`config.mk`:
```
export PLATFORM = sky130hd
export DESIGN_NAME = ibex_tlul_host_arb
export DESIGN_NICKNAME = d
export VERILOG_FILES = /design/src/rtl/ibex_tlul_arb_pkg.sv /design/src/rtl/ibex_tlul_arb_cnt.sv /design/src/rtl/ibex_tlul_host_arb.sv
export SDC_FILE = /design/constraint.sdc
export NUM_CORES = 1
export LEC_CHECK = 0
export CAP_MARGIN = 20
export CORE_AREA = 2 2 198 200
export DETAILED_ROUTE_END_ITERATION = 7
export DIE_AREA = 0 0 200 202
export PLACE_DENSITY = 0.49
export SLEW_MARGIN = 15
export SYNTH_ARGS = -nofsm -noshare
export SYNTH_HDL_FRONTEND = slang
export SYNTH_SLANG_ARGS = --single-unit
export TNS_END_PERCENT = 5
```
`constraint.sdc`:
```
create_clock -name clk_i -period 5.7 [get_ports clk_i]
set_clock_uncertainty 0.15 [all_clocks]
set_input_delay 1.14 -clock clk_i [delete_from_list [all_inputs] [get_ports clk_i]]
set_output_delay 1.14 -clock clk_i [all_outputs]
set_load 0.1 [all_outputs]
```
`src/rtl/ibex_tlul_arb_pkg.sv`:
```
// Shared types for the Ibex instruction/data TL-UL host arbiter.
// The TL-UL structs are a compact local rendition of the bus fields the arbiter carries.
package ibex_tlul_arb_pkg;

    localparam int NumHosts = 2;
    localparam int TL_AIW   = 8;
    localparam int TL_AW    = 32;
    localparam int TL_DW    = 32;
    localparam int TL_DBW   = TL_DW / 8;
    localparam int TL_SZW   = 2;
    localparam int TL_DIW   = 1;
    localparam int TL_UW    = 16;

    typedef enum logic {
        HostInstr = 1'b0,
        HostData  = 1'b1
    } host_idx_e;

    typedef enum logic {
        ArbFree   = 1'b0,
        ArbLocked = 1'b1
    } arb_state_e;

    typedef struct packed {
        logic              a_valid;
        logic [2:0]        a_opcode;
        logic [2:0]        a_param;
        logic [TL_SZW-1:0] a_size;
        logic [TL_AIW-1:0] a_source;
        logic [TL_AW-1:0]  a_address;
        logic [TL_DBW-1:0] a_mask;
        logic [TL_DW-1:0]  a_data;
        logic [TL_UW-1:0]  a_user;
        logic              d_ready;
    } tl_h2d_t;

    typedef struct packed {
        logic              d_valid;
        logic [2:0]        d_opcode;
        logic [2:0]        d_param;
        logic [TL_SZW-1:0] d_size;
        logic [TL_AIW-1:0] d_source;
        logic [TL_DIW-1:0] d_sink;
        logic [TL_DW-1:0]  d_data;
        logic [TL_UW-1:0]  d_user;
        logic              d_error;
        logic              a_ready;
    } tl_d2h_t;

endpackage

```
`src/rtl/ibex_tlul_arb_cnt.sv`:
```
// Per-host outstanding-transaction counter: saturates at MaxCnt, never wraps below zero,
// and latches a sticky underflow flag when a response arrives with nothing outstanding.
module ibex_tlul_arb_cnt #(
    parameter int MaxCnt = 2
) (
    input  logic                           clk_i,
    input  logic                           rst_ni,
    input  logic                           inc_i,
    input  logic                           dec_i,
    output logic [$clog2(MaxCnt+1)-1:0]    cnt_o,
    output logic                           at_max_o,
    output logic                           underflow_o
);

    localparam int CW = $clog2(MaxCnt + 1);
    localparam logic [CW-1:0] MaxC = CW'(MaxCnt);

    logic [CW-1:0] r_cnt;
    logic          r_uflow;
    logic          w_zero;
    logic          w_dec_ok;
    logic          w_inc_ok;

    assign w_zero   = (r_cnt == '0);
    assign w_dec_ok = dec_i && !w_zero;
    // an increment at max is only legal when a decrement lands in the same cycle
    assign w_inc_ok = inc_i && ((r_cnt != MaxC) || w_dec_ok);

    always_ff @(posedge clk_i or negedge rst_ni) begin
        if (!rst_ni) begin
            r_cnt   <= '0;
            r_uflow <= 1'b0;
        end else begin
            if (w_inc_ok && !w_dec_ok) begin
                r_cnt <= r_cnt + 1'b1;
            end else if (w_dec_ok && !w_inc_ok) begin
                r_cnt <= r_cnt - 1'b1;
            end
            if (dec_i && w_zero) begin
                r_uflow <= 1'b1;
            end
        end
    end

    assign cnt_o       = r_cnt;
    assign at_max_o    = (r_cnt == MaxC);
    assign underflow_o = r_uflow;

endmodule

```
`src/rtl/ibex_tlul_host_arb.sv`:
```
// Merges the Ibex instruction and data TL-UL hosts onto one crossbar port: round-robin A-channel
// arbitration with source tagging, D-channel routing by tag, and per-host outstanding limits.
//
//   state     | meaning
//   ----------+-------------------------------------------------------------
//   ArbFree   | no request pending; winner chosen fresh from eligible hosts
//   ArbLocked | winner presented but not accepted; held until A handshake
module ibex_tlul_host_arb
    import ibex_tlul_arb_pkg::*;
#(
    parameter int MaxOutstanding = 2,
    parameter bit InitPrioData   = 1'b1
) (
    input  logic                     clk_i,
    input  logic                     rst_ni,
    input  tl_h2d_t [NumHosts-1:0]   tl_h_i,
    output tl_d2h_t [NumHosts-1:0]   tl_h_o,
    output tl_h2d_t                  tl_d_o,
    input  tl_d2h_t                  tl_d_i,
    output logic                     idle_o,
    output logic                     rsp_err_o
);

    localparam int CW = $clog2(MaxOutstanding + 1);

    arb_state_e          r_state, w_state_nxt;
    host_idx_e           r_lock_host, w_lock_host_nxt;
    host_idx_e           r_prio, w_prio_nxt;
    logic                r_run;
    host_idx_e           w_win;
    logic                w_a_valid;
    logic                w_a_hs;
    logic                w_d_host;
    logic                w_d_ready;
    logic                w_d_hs;
    logic [NumHosts-1:0] w_elig, w_inc, w_dec, w_at_max, w_uflow;
    logic [CW-1:0]       w_cnt [NumHosts];

    // keeps every handshake output low until the first clock edge after reset release
    always_ff @(posedge clk_i or negedge rst_ni) begin
        if (!rst_ni) begin
            r_run       <= 1'b0;
            r_state     <= ArbFree;
            r_lock_host <= HostInstr;
            r_prio      <= InitPrioData ? HostData : HostInstr;
        end else begin
            r_run       <= 1'b1;
            r_state     <= w_state_nxt;
            r_lock_host <= w_lock_host_nxt;
            r_prio      <= w_prio_nxt;
        end
    end

    always_comb begin
        w_elig = '0;
        for (int h = 0; h < NumHosts; h++) begin
            w_elig[h] = r_run && tl_h_i[h].a_valid && !w_at_max[h];
        end
    end

    // r_prio names the host that wins the next tie, i.e. the one that did not win last
    always_comb begin
        w_win     = r_prio;
        w_a_valid = 1'b0;
        if (r_state == ArbLocked) begin
            w_win     = r_lock_host;
            w_a_valid = r_run && tl_h_i[r_lock_host].a_valid;
        end else begin
            case (w_elig)
                2'b01:   begin w_win = HostInstr; w_a_valid = 1'b1; end
                2'b10:   begin w_win = HostData;  w_a_valid = 1'b1; end
                2'b11:   begin w_win = r_prio;    w_a_valid = 1'b1; end
                default: begin w_win = r_prio;    w_a_valid = 1'b0; end
            endcase
        end
    end

    assign w_a_hs    = w_a_valid && tl_d_i.a_ready;
    assign w_d_host  = tl_d_i.d_source[0];
    assign w_d_ready = r_run && tl_h_i[w_d_host].d_ready;
    assign w_d_hs    = tl_d_i.d_valid && w_d_ready;

    always_comb begin
        w_state_nxt     = r_state;
        w_lock_host_nxt = r_lock_host;
        w_prio_nxt      = r_prio;
        if (w_a_hs) begin
            w_state_nxt = ArbFree;
            w_prio_nxt  = (w_win == HostData) ? HostInstr : HostData;
        end else if (w_a_valid) begin
            w_state_nxt     = ArbLocked;
            w_lock_host_nxt = w_win;
        end
    end

    always_comb begin
        tl_d_o          = tl_h_i[w_win];
        tl_d_o.a_valid  = w_a_valid;
        tl_d_o.a_source = {tl_h_i[w_win].a_source[TL_AIW-2:0], w_win};
        tl_d_o.d_ready  = w_d_ready;
        for (int h = 0; h < NumHosts; h++) begin
            tl_h_o[h]          = tl_d_i;
            tl_h_o[h].d_source = {1'b0, tl_d_i.d_source[TL_AIW-1:1]};
            tl_h_o[h].d_valid  = r_run && tl_d_i.d_valid && (w_d_host == 1'(h));
            tl_h_o[h].a_ready  = w_a_valid && (w_win == 1'(h)) && tl_d_i.a_ready;
        end
    end

    always_comb begin
        w_inc = '0;
        w_dec = '0;
        for (int h = 0; h < NumHosts; h++) begin
            w_inc[h] = w_a_hs && (w_win == 1'(h));
            w_dec[h] = w_d_hs && (w_d_host == 1'(h));
        end
    end

    for (genvar h = 0; h < NumHosts; h++) begin : g_host
        ibex_tlul_arb_cnt #(
            .MaxCnt (MaxOutstanding)
        ) u_cnt (
            .clk_i       (clk_i),
            .rst_ni      (rst_ni),
            .inc_i       (w_inc[h]),
            .dec_i       (w_dec[h]),
            .cnt_o       (w_cnt[h]),
            .at_max_o    (w_at_max[h]),
            .underflow_o (w_uflow[h])
        );

        // the source MSB is consumed by the host tag shift
        a_src_msb_zero : assert property (@(posedge clk_i) disable iff (!rst_ni)
            tl_h_i[h].a_valid |-> !tl_h_i[h].a_source[TL_AIW-1]);
    end

    assign idle_o    = (w_cnt[0] == '0) && (w_cnt[1] == '0);
    assign rsp_err_o = |w_uflow;

endmodule

```
**Word level (Yosys, flattened, before mapping)**

Cells that the tools add are included.

- Register bits after elaboration: 10
- Input bits: 274
- Output and inout bits: 240
- Word-level logic and storage cells: 90

- $add $sub $neg: 4
- $lt $le $gt $ge: 3
- Equality and inequality tests: 7
- Mux-type cells: 17
- Bitwise logic cells: 3
- Reductions and logical operators: 48

Operators by type and width:

| cell | count |
|---|---|
| 102-bit two-way mux | 2 |
| 101-bit two-way mux | 2 |
| 1-bit logical AND | 30 |
| 2-bit == test (second input constant) | 4 |
| 1-bit logical NOT | 8 |
| 1-bit two-way mux | 8 |
| 2-bit two-way mux | 4 |
| 1-bit by 2-bit less-than comparator with 1-bit output (second input constant) | 3 |
| 2-bit nonzero test | 3 |
| 2-bit by 1-bit adder with 2-bit output (second input constant) | 2 |
| 2-bit logical NOT | 2 |
| 2-bit != test (second input constant) | 2 |
| 2-bit by 1-bit subtractor with 2-bit output (second input constant) | 2 |
| 1-bit inverter | 3 |
| 3-bit OR reduction | 1 |
| 2-bit by 1-bit == test with 1-bit output (second input constant) | 1 |
| 1-bit logical OR | 2 |
| 1-bit one-hot mux with 2 select lines | 1 |
| 2-bit AND reduction | 1 |
| 2-bit OR reduction | 1 |

**Depth between registers and ports, before layout**

Gate-level depths: netlist of the first run.

- Word-level depth: 14
- Gate-level depth with buffers: 13

**Modules after synthesis**

Synthesis of the first run repeated with hierarchy kept, for this count alone.

- Cells, all modules: 321
- Area, all modules: 3188.1 um2

By module, submodules not included:

| module | instances | cells each | area an instance (um2) | seq. area each (um2) |
|---|---|---|---|---|
| ibex_tlul_host_arb | 1 | 291 | 2857.7 | 101.3 |
| ibex_tlul_arb_cnt | 2 | 15 | 165.2 | 75.1 |

**Worst setup path after synthesis of the first run**

No wires, ideal clock.

- Path kind: flip-flop to output port
- Start: register g_host[1].u_cnt.r_cnt[1]
- End: output port idle_o
- Arrival time: 3.350 ns
- Data required time: 4.410 ns
- Slack: 1.060 ns
- Cell stages (with the launch flop): 2
- Cells stage by stage: dfrtp_1 -> nor4_1

- Longest elaborated chain between the ends: 2

Ends and longest elaborated chain:

| item | line | source |
|---|---|---|
| from (decl) | ibex_tlul_arb_cnt.sv:18 | `logic [CW-1:0] r_cnt;` |
| from (signal assigned) | ibex_tlul_arb_cnt.sv:35 | `r_cnt <= r_cnt + 1'b1;` |
| from (signal assigned) | ibex_tlul_arb_cnt.sv:37 | `r_cnt <= r_cnt - 1'b1;` |
| 2-bit logical NOT | ibex_tlul_host_arb.sv:136 | `assign idle_o = (w_cnt[0] == '0) && (w_cnt[1] == '0);` |
| 1-bit logical AND | ibex_tlul_host_arb.sv:136 |  |
| to (decl) | ibex_tlul_host_arb.sv:20 | `output logic idle_o,` |

Every way passes these cells.

==> results of run 1 <==
[final cells by class]
class | instances | area [sq um]
Multi-Input combinational cell | 152 | 1748
Sequential cell | 10 | 251.5
Inverter | 3 | 11.26
Fill cell | 4163 | 31370
Timing Repair Buffer | 317 | 4184
Clock buffer | 4 | 78.83
Tap cell | 518 | 648.1
[layout by cell type (no fill, tap or decap), types with 4 or more instances in the layout]
master and count:
sky130_fd_sc_hd__nand2_1 4, sky130_fd_sc_hd__ha_1 4, sky130_fd_sc_hd__dfrtp_1 9, sky130_fd_sc_hd__buf_4 4, sky130_fd_sc_hd__o21ai_0 4, sky130_fd_sc_hd__buf_12 102, sky130_fd_sc_hd__mux2_2 34, sky130_fd_sc_hd__mux2_4 67
sky130_fd_sc_hd__nor2_1 5, sky130_fd_sc_hd__clkdlybuf4s50_1 211, sky130_fd_sc_hd__xor2_1 4
[cell usage after synthesis]
master                       n
sky130_fd_sc_hd__o21ai_0     4
sky130_fd_sc_hd__dfrtp_1     9
sky130_fd_sc_hd__mux2_4     67
sky130_fd_sc_hd__buf_8       1
sky130_fd_sc_hd__conb_1      2
sky130_fd_sc_hd__buf_6       7
sky130_fd_sc_hd__o31ai_1     1
sky130_fd_sc_hd__nand2_1     4
sky130_fd_sc_hd__and3_1      1
sky130_fd_sc_hd__a21o_1      2
sky130_fd_sc_hd__xnor2_1     2
sky130_fd_sc_hd__buf_4     135
sky130_fd_sc_hd__o21a_1      1
sky130_fd_sc_hd__ha_1        4
sky130_fd_sc_hd__nand2b_1    2
sky130_fd_sc_hd__nor2_1      5
sky130_fd_sc_hd__nor3b_1     1
sky130_fd_sc_hd__nand3_1     3
sky130_fd_sc_hd__mux2_2     34
sky130_fd_sc_hd__o22ai_1     1
sky130_fd_sc_hd__dfstp_2     1
sky130_fd_sc_hd__nor4_1      1
sky130_fd_sc_hd__buf_2       3
sky130_fd_sc_hd__nor2b_1     1
sky130_fd_sc_hd__and2_1      1
sky130_fd_sc_hd__mux2i_1     3
sky130_fd_sc_hd__or2_2       1
sky130_fd_sc_hd__o211a_1     2
sky130_fd_sc_hd__o32ai_1     1
sky130_fd_sc_hd__or3_2       1
sky130_fd_sc_hd__xor2_1      4
sky130_fd_sc_hd__and2_2      2
sky130_fd_sc_hd__inv_1       3
[routing by layer]
metal | track usage (%) | share of wire (%) | vias to the layer above
li1 | - | - | 1262
met1 | 7.012 | 38 | 1243
met2 | 9.350 | 42 | 313
met3 | 4.872 | 19 | 4
met4 | 0.3704 | 0.084 | 2
met5 | 1.605 | 0.66 | -
[flip-flops by register name, summed over array words and instances, names as in the netlist]
signal,cells
g_host.u_cnt.cnt_o,4
g_host.u_cnt.underflow_o,2
r_lock_host,1
r_prio,1
r_run,1
r_state,1
[how the worst max path moves through the flow]
stage,slack [ns],cells past startpoint,startpoint,to
after floorplan,1.06,1,g_host[1].u_cnt.cnt_o[1],idle_o
after global placement,0.79,8,tl_h_i[101],tl_d_o[100]
after detailed placement,0.75,8,tl_h_i[101],tl_d_o[98]
after CTS,0.75,8,tl_h_i[101],tl_d_o[98]
after global routing,0.71,8,tl_h_i[101],tl_d_o[11]
final,0.82,8,tl_h_i[101],tl_d_o[70]
[power by group through the flow]
stage	logic, mW	registers (mW)	clock network (mW)
after floorplan	3.38	0.134	0
after global placement	4.41	0.143	0
after detailed placement	4.41	0.144	0
after CTS	4.42	0.143	0.127
after global routing	4.49	0.151	0.131
final	4.37	0.143	0.124
[through the flow]
stage / instances / hold slack [ns]
after detailed placement: 1000 / 0.2862
final: 1004 / 0.2906
after floorplan: 311 / 0.2698
after global routing: 1004 / 0.3161
after CTS: 1004 / 0.2970
after global placement: 1000 / 0.2832
[cell families (layout without fill, tap and decap cells)]
group | count (synthesis) | after routing | share of synthesized area, %
simple gates | 23 | 23 | 3.928
mux | 104 | 104 | 45.45
flops | 10 | 10 | 8.056
buf+inv | 149 | 324 | 36.31
other cells | 2 | 3 | 0.2406
fa+ha+maj | 4 | 4 | 1.603
compound gates | 12 | 12 | 2.726
xor+xnor | 6 | 6 | 1.683
==> results_dict.tcl, run 1 <==
set metrics [dict create \
    crit_buf_inv 3 \
    finish.instance_area_sq_mm 0.006922 \
    clock_tree.buffer_depth 2 \
    clk_transition_reported_paths_ns 0.04 \
    endpoint_kind "output pin" \
    critical_path.cell_chain "clkdlybuf4s50_1, nand3_1, ha_1, mux2i_1, o21a_4, buf_12, mux2_4, buf_12" \
    initial_utilization_pct 8.154 \
    worst_ep_arrival_time_ns 3.59 \
    vdd_ir_drop_max_v 0.0003070 \
    global_route_wire_length_before_repair_um 18570 \
    postCtsResizedCells 0 \
    hold_wc_path_type "flop to flop" \
    placeableCoreArea_sq_mm 0.03829 \
    worst_ep_required_time_ns 4.41 \
    setup_tns_ns 0 \
    port-buffer-count 314 \
    tritoncts "yes" \
    via_count 2824 \
    critPathMostFrequentCell "sky130_fd_sc_hd__buf_12" \
    area.growth.synth_to_final_pct 121.7 \
    finish.utilization_pct 18.08 \
    grt_overflow 0 \
    worstSkewPairLatency_ns 0.23 \
    p_comb_share_pct 94.2 \
    path_delay_family "buffers and inverters" \
    net-switching-power_mw 2.772 \
    postRouteAntennaNets 0 \
    layout_setup_ws_ns 0.8152 \
    via_count_of_the_first_global_routing_pass 2976 \
    critical_path_slowest_stage_cell "sky130_fd_sc_hd__clkdlybuf4s50_1" \
    power.sequential.fraction_pct 3.1 \
    timing.fmax_mhz 204.7 \
    synth.distinct_cells 33 \
    num_rows 72 \
    synth.avg_cell_area_sq_um 10.07 \
    period_share_pct 85.70 \
    worstSetupStartpointType "input pin" \
    power.total_mw 4.635 \
    synth-warning-count 0 \
    rsz0062_at_grt "no" \
    cts.root.buffer_cell "sky130_fd_sc_hd__clkbuf_16" \
    finalHoldViolations 0 \
    p_sw_share_pct 59.81 \
    proportion_of_power_drawn_by_the_clock_network_pct 2.7 \
    max_cap_viol_count 0 \
    drc 0 \
    slew_headroom_pct 33.88 \
    ratio_of_cells_with_drive_above_1_in_the_final_layout_pct 44.44 \
    r2r_end "g_host[1].u_cnt.cnt_o[1]" \
    syn_inst 310 \
    finalNetCount 765 \
    wl_cell_um 14.16 \
    htreeDepth 1 \
    placedInstanceArea_sq_mm 0.006843 \
    die_area_sq_mm 0.04040 \
    max_slew.worst_pin.slew_ns 0.9887 \
    post_cts_buffers 0 \
    clkSinkCount 10 \
    netlist_top_cells_area "sky130_fd_sc_hd__buf_4 32%, sky130_fd_sc_hd__mux2_4 32%, sky130_fd_sc_hd__mux2_2 12%" \
    top_level_ports 514 \
    drt-initial-drc-count 41 \
    mappedNetlistArea_sq_mm 0.003122 \
    detail_route.vias_per_cell 2.813 \
    cellInternalPower_mw 1.863 \
    insertedDiodeCount 0 \
    p_leak_nw 2.874 \
    wl_um 14220 \
    ys_seq_area_share_pct 8.056 \
    yosysTopAreaCellShare_pct 32.46 \
    cpPeakStageDelay_ns 0.48 \
    number_of_instances_on_the_worst_hold_path 1 \
    detail_route.first_pass.iterations 4 \
    finalSetupViolations 0 \
    initial_antenna_violation_count 1 \
    slew_viol_final 0 \
    dp_wirelength_um 12580 \
    synth-seq-cells 10 \
    setup.worst_path.class "input pin to output pin" \
    timing.rr.start "g_host[1].u_cnt.cnt_o[0]" \
    r2r_setup_slack_ns 2.94 \
    worstHoldStart "g_host[1].u_cnt.underflow_o" \
    powerDensity_mw_per_mm2 669.7 \
    die_h_um 202 \
    rd_place_congestion 0.7195 \
    finalWorstPathRequiredPeriod_ns 4.885 \
    grt_util_all_layers_pct 6.189 \
    cts-buffers-inserted 3 \
    die_width_um 200 \
    reg2regPathDepth 11 \
    status "finished, final reports clean" \
    synth.largest_area_cell "sky130_fd_sc_hd__buf_4" \
    grt_max_degree 49 \
    cts-hold-fix-buffers 0 \
    holdPathEnd "g_host[1].u_cnt.underflow_o" \
    post-place-ws_ns 0.7546 \
    timing.critical_path.fanout_max 48 \
]
Power figures use the tool's default switching activity.
==> run 2, diff against run 1 <==
ABC_CLOCK_PERIOD_IN_PS = 5700   (was default)
SKIP_LAST_GASP = 1   (was default)
==> results of run 2 <==
Same layout as run 1: the final DEF is identical, and so are final timing and power.
